--- src/rtl/cabin_sign_sequencer.sv ---
// Cabin sign/lighting sequencer: applies command pulses, drives chime, lockout.
// Ports: clk, reset (sync, active-high), seatbelt_pulse, lighting_pulse,
//   emergency -> allow_cmds, seatbelt_sign, light_mode[1:0], chime, busy.
// Optional macro LIGHT_CHIME_EN: lighting commands also sound the chime.
module cabin_sign_sequencer #(
    parameter int CHIME_CYCLES   = 8,
    parameter int LOCKOUT_CYCLES = 16,
    parameter int CNT_W          = 8
) (
    input  logic       clk,
    input  logic       reset,
    input  logic       seatbelt_pulse,
    input  logic       lighting_pulse,
    input  logic       emergency,
    output logic       allow_cmds,
    output logic       seatbelt_sign,
    output logic [1:0] light_mode,
    output logic       chime,
    output logic       busy
);

    typedef enum logic [1:0] {
        IDLE    = 2'd0,
        CHIME   = 2'd1,
        LOCKOUT = 2'd2,
        EMERG   = 2'd3
    } state_t;

    localparam logic [CNT_W-1:0] CHIME_LOAD = CNT_W'(CHIME_CYCLES - 1);
    localparam logic [CNT_W-1:0] LOCK_LOAD  = CNT_W'(LOCKOUT_CYCLES - 1);

    state_t           state_q, state_d;
    logic [CNT_W-1:0] cnt_q, cnt_d;
    logic             sign_q, sign_d;
    logic [1:0]       light_q, light_d;
    logic             chime_q, chime_d;
    logic             busy_q, busy_d;

    always_ff @(posedge clk) begin
        if (reset) begin
            state_q <= IDLE;
            cnt_q   <= '0;
            sign_q  <= 1'b0;
            light_q <= 2'b00;
            chime_q <= 1'b0;
            busy_q  <= 1'b0;
        end else begin
            state_q <= state_d;
            cnt_q   <= cnt_d;
            sign_q  <= sign_d;
            light_q <= light_d;
            chime_q <= chime_d;
            busy_q  <= busy_d;
        end
    end

    always_comb begin
        state_d = state_q;
        cnt_d   = cnt_q;
        sign_d  = sign_q;
        light_d = light_q;
        chime_d = chime_q;
        if (emergency) begin
            // Override wins over every transition and any same-cycle pulse.
            state_d = EMERG;
            cnt_d   = '0;
            sign_d  = 1'b1;
            light_d = 2'b10;
            chime_d = 1'b0;
        end else begin
            unique case (state_q)
                IDLE: begin
                    if (seatbelt_pulse) begin
                        sign_d  = ~sign_q;
                        if (lighting_pulse)
                            light_d = light_q + 2'd1;
                        state_d = CHIME;
                        cnt_d   = CHIME_LOAD;
                        chime_d = 1'b1;
                    end else if (lighting_pulse) begin
                        light_d = light_q + 2'd1;
`ifdef LIGHT_CHIME_EN
                        state_d = CHIME;
                        cnt_d   = CHIME_LOAD;
                        chime_d = 1'b1;
`else
                        state_d = LOCKOUT;
                        cnt_d   = LOCK_LOAD;
`endif
                    end
                end
                CHIME: begin
                    chime_d = 1'b1;
                    if (cnt_q == '0) begin
                        chime_d = 1'b0;
                        state_d = LOCKOUT;
                        cnt_d   = LOCK_LOAD;
                    end else begin
                        cnt_d = cnt_q - 1'b1;
                    end
                end
                LOCKOUT: begin
                    if (cnt_q == '0)
                        state_d = IDLE;
                    else
                        cnt_d = cnt_q - 1'b1;
                end
                EMERG: begin
                    // Emergency has dropped: hold sign/light, cool down.
                    state_d = LOCKOUT;
                    cnt_d   = LOCK_LOAD;
                end
                default: begin
                    state_d = IDLE;
                    cnt_d   = '0;
                end
            endcase
        end
        busy_d = (state_d != IDLE);
    end

    assign allow_cmds    = (state_q == IDLE) && !emergency && !reset;
    assign seatbelt_sign = sign_q;
    assign light_mode    = light_q;
    assign chime         = chime_q;
    assign busy          = busy_q;

endmodule

--- config.mk ---
export PLATFORM = sky130hd
export DESIGN_NAME = cabin_sign_sequencer
export DESIGN_NICKNAME = d
export VERILOG_FILES = /design/src/rtl/cabin_sign_sequencer.sv
export SDC_FILE = /design/constraint.sdc
export NUM_CORES = 1
export LEC_CHECK = 0
export ABC_AREA = 1
export CAP_MARGIN = 15
export CORE_ASPECT_RATIO = 0.8
export CORE_UTILIZATION = 37
export CTS_CLUSTER_SIZE = 14
export DETAILED_ROUTE_END_ITERATION = 16
export GPL_ROUTABILITY_DRIVEN = 0
export PLACE_DENSITY = 0.61
export SYNTH_ARGS = -nofsm -noshare
export SYNTH_HDL_FRONTEND = slang
export SYNTH_SLANG_ARGS = --single-unit
--- constraint.sdc ---
create_clock -name clk -period 1.5 [get_ports clk]
set_input_delay 0.15 -clock clk [delete_from_list [all_inputs] [get_ports clk]]
set_output_delay 0.15 -clock clk [all_outputs]
set_load 0.005 [all_outputs]
==> impl_results.md, run 1 <==
- Post-CTS Hold Fix Bufs: 0
- Worst setup path category: reg -> reg
- Root Buffer: clkbuf_4
- Core area: 2200 µm²
- FF+latch count, synth: 15
- Die Width: 56.2 µm
- CP most frequent cell: nor2_1
- Share of cells above drive strength 1: 0.239
- Grt ovf: 0
- Clock Skew: 0.00174 ns
- Max clock buf depth: 2
- Cells after synthesis: 138
- Die span in y: 45.4 µm
- Total GRT Usage: 0.178
- Fin. Hold Viols: 0
- Area of placed instances: 1070 µm²
- Run status: completed
- Syn Nets: 144
- Fin crit period: 1.40 ns
- LEAKAGE: 0.553 nW
- Clk_lat worst skew: 0.29 ns
- Top-area cell type share of the netlist area: 0.345
- Library cells used by synthesis: 19
- Crit path DAT: 1.60 ns
- Row count: 15
- First-pass GRT wire length: 3360 µm
- Tcrit/Tclk final: 0.933
- Max-cap check violation count: 0
- Nets@finish: 170
- Area grow syn2layout: 30.9%
- Slowest CP cell: dfxtp_2
- Top layer in use: met4
- Routed len/inst: 10.7 µm
- DR WL met3: 64 µm
- Largest net degree at the start of global routing: 10
- Post-Route WL: 2020 µm
- Slew @ Worst Pin: 0.258 ns
- Final non-filler cell total: 188
- Yosys warnings: 0
- CTS tree: done
- Post-route DRC: 0
- Met1 Wirelength: 1050 µm
- Antenna viol nets, final: 0
- Worst Path Max Fanout: 6
- Worst slew margin: 0.827
- Final setup viols: 0
- HP Class: reg -> reg
- Routed vias/inst: 4.74
- Synth area leaders: dfxtp_1, nor2_1, nand2_1
- CP Launch Type: register
- Max-slew violations: 0
- Reg clk slew, reported paths: 0.09 ns
- Total number of vias: 891
- Pwr/cell area: 1000 nW/µm²
- WP buf/inv: 1
- Crit path largest cell delay: 0.34 ns
- CP Data Required Time: 1.70 ns
- Top delay family on crit path: simple AND/OR/NAND/NOR gates
- Placed wire-length estimate: 1590 µm
- Setup crit end kind: register
- DP Cell Count: 182
- VDD IR max: 594 µV
- Die Area: 2550 µm²
- Sink Count: 15
- CTS Buf Count: 3
- Worst-path cell chain: inv_1 -> ha_2 -> nand2_2 -> nor2_4 -> nand2_4 -> o211ai_4 -> nor2_1 -> nor2_1 -> nor2_1
- Initial Util: 0.396
- Initial DRC Count: 11
- Mapped Area: 870 µm²
- Boundary Pins: 11
- Diode count: 0
- Vias in the first global route: 783
- Synth Area per Inst: 6.30 µm²
- Drt first pass iters: 4
- Routed wl met2: 881 µm
- Port Buffers: 10
- Largest area contributor in the netlist: dfxtp_1
- Fin area: 1140 µm²
- # H-tree levels: 1
- Antenna violations before repair: 0
- Register area share after synthesis: 0.345
- FMAX: 715 MHz
-- timing repair --
item                                    CTS  global route
setup buffers                             0             2
endpoints found under the setup margin    1             9
pin swaps                                 0             8
gates resized for setup                   2             9
-- power by group --
| part | internal [mW] | switching, mW | total, mW |
|---|---|---|---|
| Combinational | 0.190 | 0.246 | 0.436 |
| Clock | 0.0992 | 0.140 | 0.239 |
| Sequential | 0.435 | 0.0296 | 0.464 |
-- layout make-up --
type / count / area [µm²]
Clock inverter: 1 / 5.00
Sequential cell: 15 / 304
Tap cell: 25 / 31.3
Fill cell: 224 / 1060
Multi-Input combinational cell: 97 / 497
Timing Repair Buffer: 21 / 181
Inverter: 26 / 97.6
Clock buffer: 3 / 22.5
-- final timing paths --
check	cells after the start	slack, ns	startpoint	end
max	9	0.10	cnt_q[1]	cnt_q[5]
min	2	0.50	chime	chime
max reg2reg	9	0.10	cnt_q[1]	cnt_q[5]
min reg2reg	2	0.50	chime	chime
-- metrics by stage --
step / setup slack [ns] / setup TNS (ns) / hold slack, ns / util / power, mW
2_1_floorplan: 0.174 / 0 / 0.222 / - / 0.732
3_3_place_gp: -0.0164 / -0.0164 / 0.454 / 0.487 / 0.855
3_5_place_dp: -0.0532 / -0.0532 / 0.486 / 0.487 / 0.864
4_1_cts: 0.0860 / 0 / 0.504 / 0.499 / 1.10
5_1_grt: -0.00175 / -0.00240 / 0.535 / 0.519 / 1.22
6_report: 0.101 / 0 / 0.498 / 0.519 / 1.14
-- worst reg2reg max path, stage by stage, from the launching register on --
cell	delay, ns
dfxtp_2	0.34
inv_1	0.05
ha_2	0.18
nand2_2	0.07
nor2_4	0.18
nand2_4	0.09
o211ai_4	0.14
nor2_1	0.09
nor2_1	0.11
nor2_1	0.05
-- kinds of logic after synthesis --
logic type / Yosys count / share of synthesized area
DFF: 15 / 0.345
buffers and inverters: 26 / 0.112
xor gates and xnor gates: 2 / 0.0201
adders and majority gates: 1 / 0.0144
and+or+nand+nor: 73 / 0.358
AOI/OAI and AO/OA: 21 / 0.150
-- cell usage after synthesis --
master    instances
inv_2             5
o21ai_1           5
o21ai_0           6
a31oi_1           1
nor2_1           30
xor2_1            2
a21oi_1           6
nand2_1          29
nand2_2           3
nand3_2           1
inv_1            21
o21ai_2           1
nand3_1           5
dfxtp_1          15
nor2_2            4
a21oi_2           1
o211ai_4          1
ha_1              1
nor2_4            1
-- cells in the final DEF (no fill, tap or decap) --
master	n
nor2_1	29
nand2_1	28
inv_1	20
dfxtp_1	12
buf_4	11
clkdlybuf4s50_1	9
inv_2	6
o21ai_0	6
a21oi_1	6
o21ai_1	5
nand3_1	5
nor2_2	4
nand2_2	3
clkbuf_4	3
dfxtp_2	3
nor2_4	2
xor2_1	2
nand2_4	1
o211ai_4	1
nand3_4	1
a31oi_1	1
o21ai_2	1
a21oi_2	1
ha_2	1
clkinv_2	1
dlygate4sd2_1	1
-- flip-flops by register name, indices dropped and copies added (netlist names) --
register / flops
state_q: 2
busy: 1
seatbelt_sign: 1
cnt_q: 8
chime: 1
light_mode: 2
-- per-layer routing --
metal	GRT usage	vias to the layer above
li1	-	474
met1	0.232	399
met2	0.290	14
met3	0.0602	4
met4	0.0439	0
met5	0	-
No activity file was read; power rests on OpenSTA's default activity.
==> run 2: changes to the inputs <==
Settings changed: CORE_UTILIZATION 37 to 53, PLACE_DENSITY 0.61 to 0.81.
==> run 2 against run 1 <==
Against the previous run: worst setup slack worse by 0.036 ns; power up 1.8%; first-iteration DRC count rose to 3.2 times the previous value; sequential share of layout area is 0.21 points lower; sequential power barely moved; sequential cell count is the same; global-route usage is 6.7 points higher; largest power group unchanged; core utilization up 27 points; final area increased by 1.2%; clock power barely moved; combinational power increased by 4.8%.
==> impl_results.md, run 2 (synthesis results as in run 1) <==
- Worst setup path category: reg -> reg
- Run status: completed
- Fin. Hold Viols: 0 (unchanged)
- Row count: 12 (-3)
- Max-slew violations: 0 (unchanged)
- Diode count: 0 (unchanged)
- Die span in y: 38.2 µm (-16%)
- Vias in the first global route: 735 (-6.1%)
- HP Class: reg -> reg
- Hold Startpoint: light_mode[0]
- Port Buffers: 10 (unchanged)
- Largest net degree at the start of global routing: 9 (-1)
- Sink Count: 15 (unchanged)
- Fin Hold WS: 0.498 ns (-0.000317 ns)
- Total GRT Usage: 0.245 (+0.0670)
- FMAX: 697 MHz (-2.5%)
- CTS tree: done
- Antenna viol nets, final: 0 (unchanged)
- Largest register FFs: 8 (unchanged)
- Antenna violations before repair: 0 (unchanged)
- Root Buffer: clkbuf_4
- Drt first pass iters: 4 (unchanged)
- Core area: 1460 µm² (-34%)
- CTS Buf Count: 3 (unchanged)
- RR Startpoint: cnt_q[0]
- Share of cells above drive strength 1: 0.239 (unchanged)
- Worst slew margin: 0.832 (+0.00483)
- Area of the multi-input gates: 515 µm² (+3.8%)
- LEAKAGE: 0.556 nW (+0.42%)
- Clock Skew: 0.00694 ns (+0.00520 ns)
- Fin crit period: 1.44 ns (+0.0360 ns)
- Setup crit end kind: register
- Biggest register: cnt_q
- Max-cap check violation count: 0 (unchanged)
- Pwr/cell area: 1010 nW/µm² (+0.56%)
- Grt ovf: 0 (unchanged)
- Initial DRC Count: 35 (+24)
- CP Data Required Time: 1.68 ns (-0.02 ns)
- Filler instances: 116 (-48%)
- Total number of vias: 910 (+2.1%)
- First-pass GRT wire length: 3020 µm (-10%)
- CP Launch Type: register
- Crit path DAT: 1.62 ns (+0.02 ns)
- Die Width: 47.3 µm (-16%)
- Tcrit/Tclk final: 0.957 (+0.0240)
- Boundary Pins: 11 (unchanged)
- Routed vias/inst: 4.95 (+4.4%)
- Design Power: 1.16 mW (+1.8%)
- Nets@finish: 170 (unchanged)
- Post-Route WL: 2100 µm (+4.0%)
- Worst Path Max Fanout: 6 (unchanged)
- Commonest non-fill, non-tap cell in the layout: nor2_1
- Reg clk slew, reported paths: 0.08 ns (about the same)
- Register area: 305 µm² (+0.41%)
- Area grow syn2layout: 32.5%
- Final setup viols: 0 (unchanged)
- Die Area: 1810 µm² (-29%)
- Routed len/inst: 11.4 µm (+6.3%)
- Crit path from: cnt_q[0]
- Slew @ Worst Pin: 0.250 ns (-0.00721 ns)
- Clk_lat worst skew: 0.29 ns (about the same)
- Initial Util: 0.597 (+0.201)
- Commonest non-fill, non-tap cells in the layout: nor2_1, nand2_1, inv_1, dfxtp_1, buf_4
- # H-tree levels: 1 (unchanged)
- VDD IR max: 665 µV (+12%)
- Placed wire-length estimate: 1460 µm (-7.7%)
- Max clock buf depth: 2 (unchanged)
- Post-route DRC: 0 (unchanged)
run 2: critical path: stages, from the launching register on:
cell,delay (ns)
dfxtp_1,0.33
inv_2,0.09
ha_4,0.15
nand2_2,0.07
nor2_4,0.19
nand2_4,0.10
o211ai_4,0.14
nor2_1,0.06
nor2_1,0.12
nor2_1,0.07
run 2: area by class of cell:
cell class              count  area share
flip-flops and latches     15       0.265
clock buffers               4      0.0228
inverters                  26      0.0847
well taps                  21      0.0228
repair buffers             21       0.157
multi-input cells          97       0.447
run 2: power breakdown:
group          internal [mW]  total [mW]  switching [mW]
registers              0.435       0.467          0.0324
clock network          0.104       0.236           0.132
logic                  0.197       0.457           0.260
total                  0.735        1.16           0.425
run 2: timing repair:
action,CTS,global route
endpoints found under the setup margin,1,11
hold buffers,0,0
resized for setup,3,12
endpoints found under the hold margin,0,0
pin swaps,0,4
buffers inserted,0,4
run 2: through the flow:
| step | setup slack (ns) | instance area (µm²) | std cells | util | TNS, ns |
|---|---|---|---|---|---|
| 2_1_floorplan | 0.174 | 870 | 138 | - | 0 |
| 3_3_place_gp | -0.0519 | 1050 | 176 | 0.720 | -0.0519 |
| 3_5_place_dp | -0.0379 | 1050 | 176 | 0.720 | -0.0379 |
| 4_1_cts | 0.0145 | 1080 | 180 | 0.740 | 0 |
| 5_1_grt | -0.0459 | 1150 | 184 | 0.791 | -0.0459 |
| 6_report | 0.0646 | 1150 | 184 | 0.791 | 0 |
run 2: layer usage:
layer / vias up / track usage / wire length, µm
met4: 0 / 0.0429 / 11
met5: - / 0 / 0
met1: 402 / 0.335 / 979
met2: 29 / 0.373 / 986
met3: 2 / 0.0849 / 118
li1: 477 / - / -
run 2: path summary, 6_finish.rpt:
check                  end  slack (ns)  cells past startpoint
max               cnt_q[6]        0.06                      9
min reg2reg  light_mode[0]        0.50                      2
min          light_mode[0]        0.50                      2
max reg2reg       cnt_q[6]        0.06                      9
==> run 3: changes to the inputs <==
--- a/config.mk
+++ b/config.mk
@@ -7,5 +7,5 @@
 export LEC_CHECK = 0
 export ABC_AREA = 1
-export CAP_MARGIN = 15
+export CAP_MARGIN = 20
 export CORE_ASPECT_RATIO = 0.8
 export CORE_UTILIZATION = 53
==> constraint.sdc (replaced) <==
create_clock -name clk -period 1.5 [get_ports clk]
set_input_delay 0.225 -clock clk [delete_from_list [all_inputs] [get_ports clk]]
set_output_delay 0.225 -clock clk [all_outputs]
set_load 0.005 [all_outputs]
==> run 3 against run 2 <==
Against the previous run: sequential share of layout area fell by 0.23 points; largest cell class unchanged; highest routed layer unchanged; register-to-register slack improved by 0.02 ns; combinational power fell by 3%; fmax decreased by 0.26%; via count grew 2.3%; sequential cell count unchanged.
==> impl_results.md, run 3 (synthesis results as in run 1) <==
- Worst Path Max Fanout: 2 (-4)
- Crit path DAT: 1.21 ns (-0.41 ns)
- Routed len/inst: 11.5 µm (+1.4%)
- Slew @ Worst Pin: 0.272 ns (+0.0221 ns)
- Initial DRC Count: 47 (+34%)
- First-pass GRT wire length: 3380 µm (+12%)
- Crit path from: emergency
- Fin Hold WS: 0.511 ns (+0.0132 ns)
- # H-tree levels: 1 (unchanged)
- Max-slew violations: 0 (unchanged)
- DP Cell Count: 177 (+0.57%)
- LEAKAGE: 0.554 nW (-0.37%)
- CTS tree: done
- Boundary Pins: 11 (unchanged)
- Sink Count: 15 (unchanged)
- Root Buffer: clkbuf_4
- Psw: 420 µW (-1.1%)
- Placed wire-length estimate: 1520 µm (+4.1%)
- CP Data Required Time: 1.27 ns (-0.41 ns)
- WP buf/inv: 3 (+2)
- Worst Hold Depth: 2 (unchanged)
- Post-route DRC: 0 (unchanged)
- Port Buffers: 10 (unchanged)
- Slowest CP cell: clkdlybuf4s50_1
- Reg clk slew, reported paths: 0.09 ns (about the same)
- Final setup viols: 0 (unchanged)
- HP Class: reg -> reg
- Filler instances: 114 (-1.7%)
- RR Startpoint: cnt_q[1]
- Reg-to-Reg End: cnt_q[5]
- Post-Route WL: 2110 µm (+0.81%)
- Fin. Hold Viols: 0 (unchanged)
- Commonest non-fill, non-tap cells in the layout: nor2_1, nand2_1, inv_1, dfxtp_1, buf_4
- Row count: 12 (unchanged)
- Nets@finish: 169 (-0.59%)
- Die Width: 47.3 µm (unchanged)
- Post-CTS Hold Fix Bufs: 0 (unchanged)
- Top delay family on crit path: buffers and inverters
- Biggest register: cnt_q
- VDD IR max: 806 µV (+21%)
- Final non-filler cell total: 183 (-0.54%)
- Grt ovf: 0 (unchanged)
- Flop pwr share: 0.406 (+0.003)
- Worst setup path category: in -> out
- Clk_lat worst skew: 0.29 ns (about the same)
- Max-cap check violation count: 0 (unchanged)
- Hold Path Sink: light_mode[0]
- Max clock buf depth: 2 (unchanged)
- Total number of vias: 931 (+2.3%)
- Area of placed instances: 1060 µm² (+0.72%)
- Gate power share: 0.390 (-0.004)
- Share of cells above drive strength 1: 0.235 (-0.00470)
- Fin crit period: 1.44 ns (+0.00372 ns)
- Flop2flop setup slack: 0.08 ns (+0.02 ns)
- Worst slew margin: 0.817 (-0.0148)
- Hold Startpoint: light_mode[0]
- Clock Power Share: 0.204 (about the same)
- Depth of the worst register-to-register path: 9 (unchanged)
- Die Area: 1810 µm² (unchanged)
- Antenna viol nets, final: 0 (unchanged)
- Post-Route Setup TNS: 0 ns (unchanged)
- Core area: 1460 µm² (unchanged)
- Internal: 718 µW (-2.3%)
- Layout Utilization: 0.785 (-0.00601)
- CP Launch Type: input pin
- Worst-path cell chain: clkdlybuf4s50_1 -> nor2_2 -> inv_1 -> nor2_1 -> dlygate4sd2_1
- Largest net degree at the start of global routing: 10 (+1)
- Initial Util: 0.597 (unchanged)
- Clock Skew: 0.00932 ns (+0.00238 ns)
- Routed vias/inst: 5.09 (+2.9%)
- Tcrit/Tclk final: 0.959 (+0.00248)
- Crit path largest cell delay: 0.45 ns (+0.12 ns)
- Run status: completed
- Vias in the first global route: 842 (+15%)
- Diode count: 0 (unchanged)
- Fin area: 1140 µm² (-0.76%)
- Net Sw Frac: 0.369 (+0.00297)
- RSZ-0062 raised after global routing: no
- Total GRT Usage: 0.277 (+0.0314)
- Setup crit end kind: output port
- CTS Buf Count: 3 (unchanged)
- FMAX: 695 MHz (-0.26%)
- Die span in y: 38.2 µm (unchanged)
- Largest register FFs: 8 (unchanged)
- Area grow syn2layout: 31.5%
- Antenna violations before repair: 0 (unchanged)
- Drt first pass iters: 4 (unchanged)
- Pwr/cell area: 995 nW/µm² (-1.1%)
==> run 3: worst reg2reg max path: cells and delay by family, from the launching register on <==
family	cells	cell delay, ns
fa+ha+maj	1	0.14
compound gates	1	0.15
buf+inv	1	0.08
flops	1	0.34
simple gates	6	0.60
==> run 3: area by class of cell <==
cell class,count,area [µm²],area share
clock inverters,1,5.00,0.00438
clock buffers,3,22.5,0.0197
flip-flops and latches,15,300,0.263
well taps,21,26.3,0.0230
repair buffers,20,174,0.152
inverters,26,97.6,0.0853
multi-input cells,97,518,0.453
==> run 3: how the worst max path moves through the flow <==
stage	to	slack [ns]	cells past startpoint
detailed placement	allow_cmds	-0.22	5
floorplan	cnt_q[3]	0.17	9
global placement	allow_cmds	-0.20	5
CTS	cnt_q[0]	0.01	9
global route	cnt_q[3]	0.01	9
finish	allow_cmds	0.06	5
==> run 3: metrics by stage <==
stage                     setup WS [ns]  power, mW
after global placement           -0.203      0.839
after CTS                        0.0129       1.09
final                            0.0609       1.14
after floorplan                   0.174      0.732
after detailed placement         -0.219      0.854
after global routing             0.0123       1.22
==> run 3: repair_timing <==
action,in CTS,in global routing
setup buffers,1,1
resized for setup,3,10
endpoints found under the setup margin,2,11
pin swaps,1,3
==> run 3: routing by layer <==
layer / wire, µm / share of wire / track usage
met2: 1030 / 0.49 / 0.473
met5: 0 / 0 / 0
met1: 849 / 0.40 / 0.303
met3: 160 / 0.076 / 0.0802
met4: 69 / 0.033 / 0.150
==> run 3: power groups by stage <==
stage / combinational, mW / clock [mW] / sequential, mW
floorplan: 0.262 / 0 / 0.470
global placement: 0.374 / 0 / 0.465
detailed placement: 0.386 / 0 / 0.468
CTS: 0.394 / 0.239 / 0.460
global route: 0.496 / 0.254 / 0.466
finish: 0.444 / 0.232 / 0.463
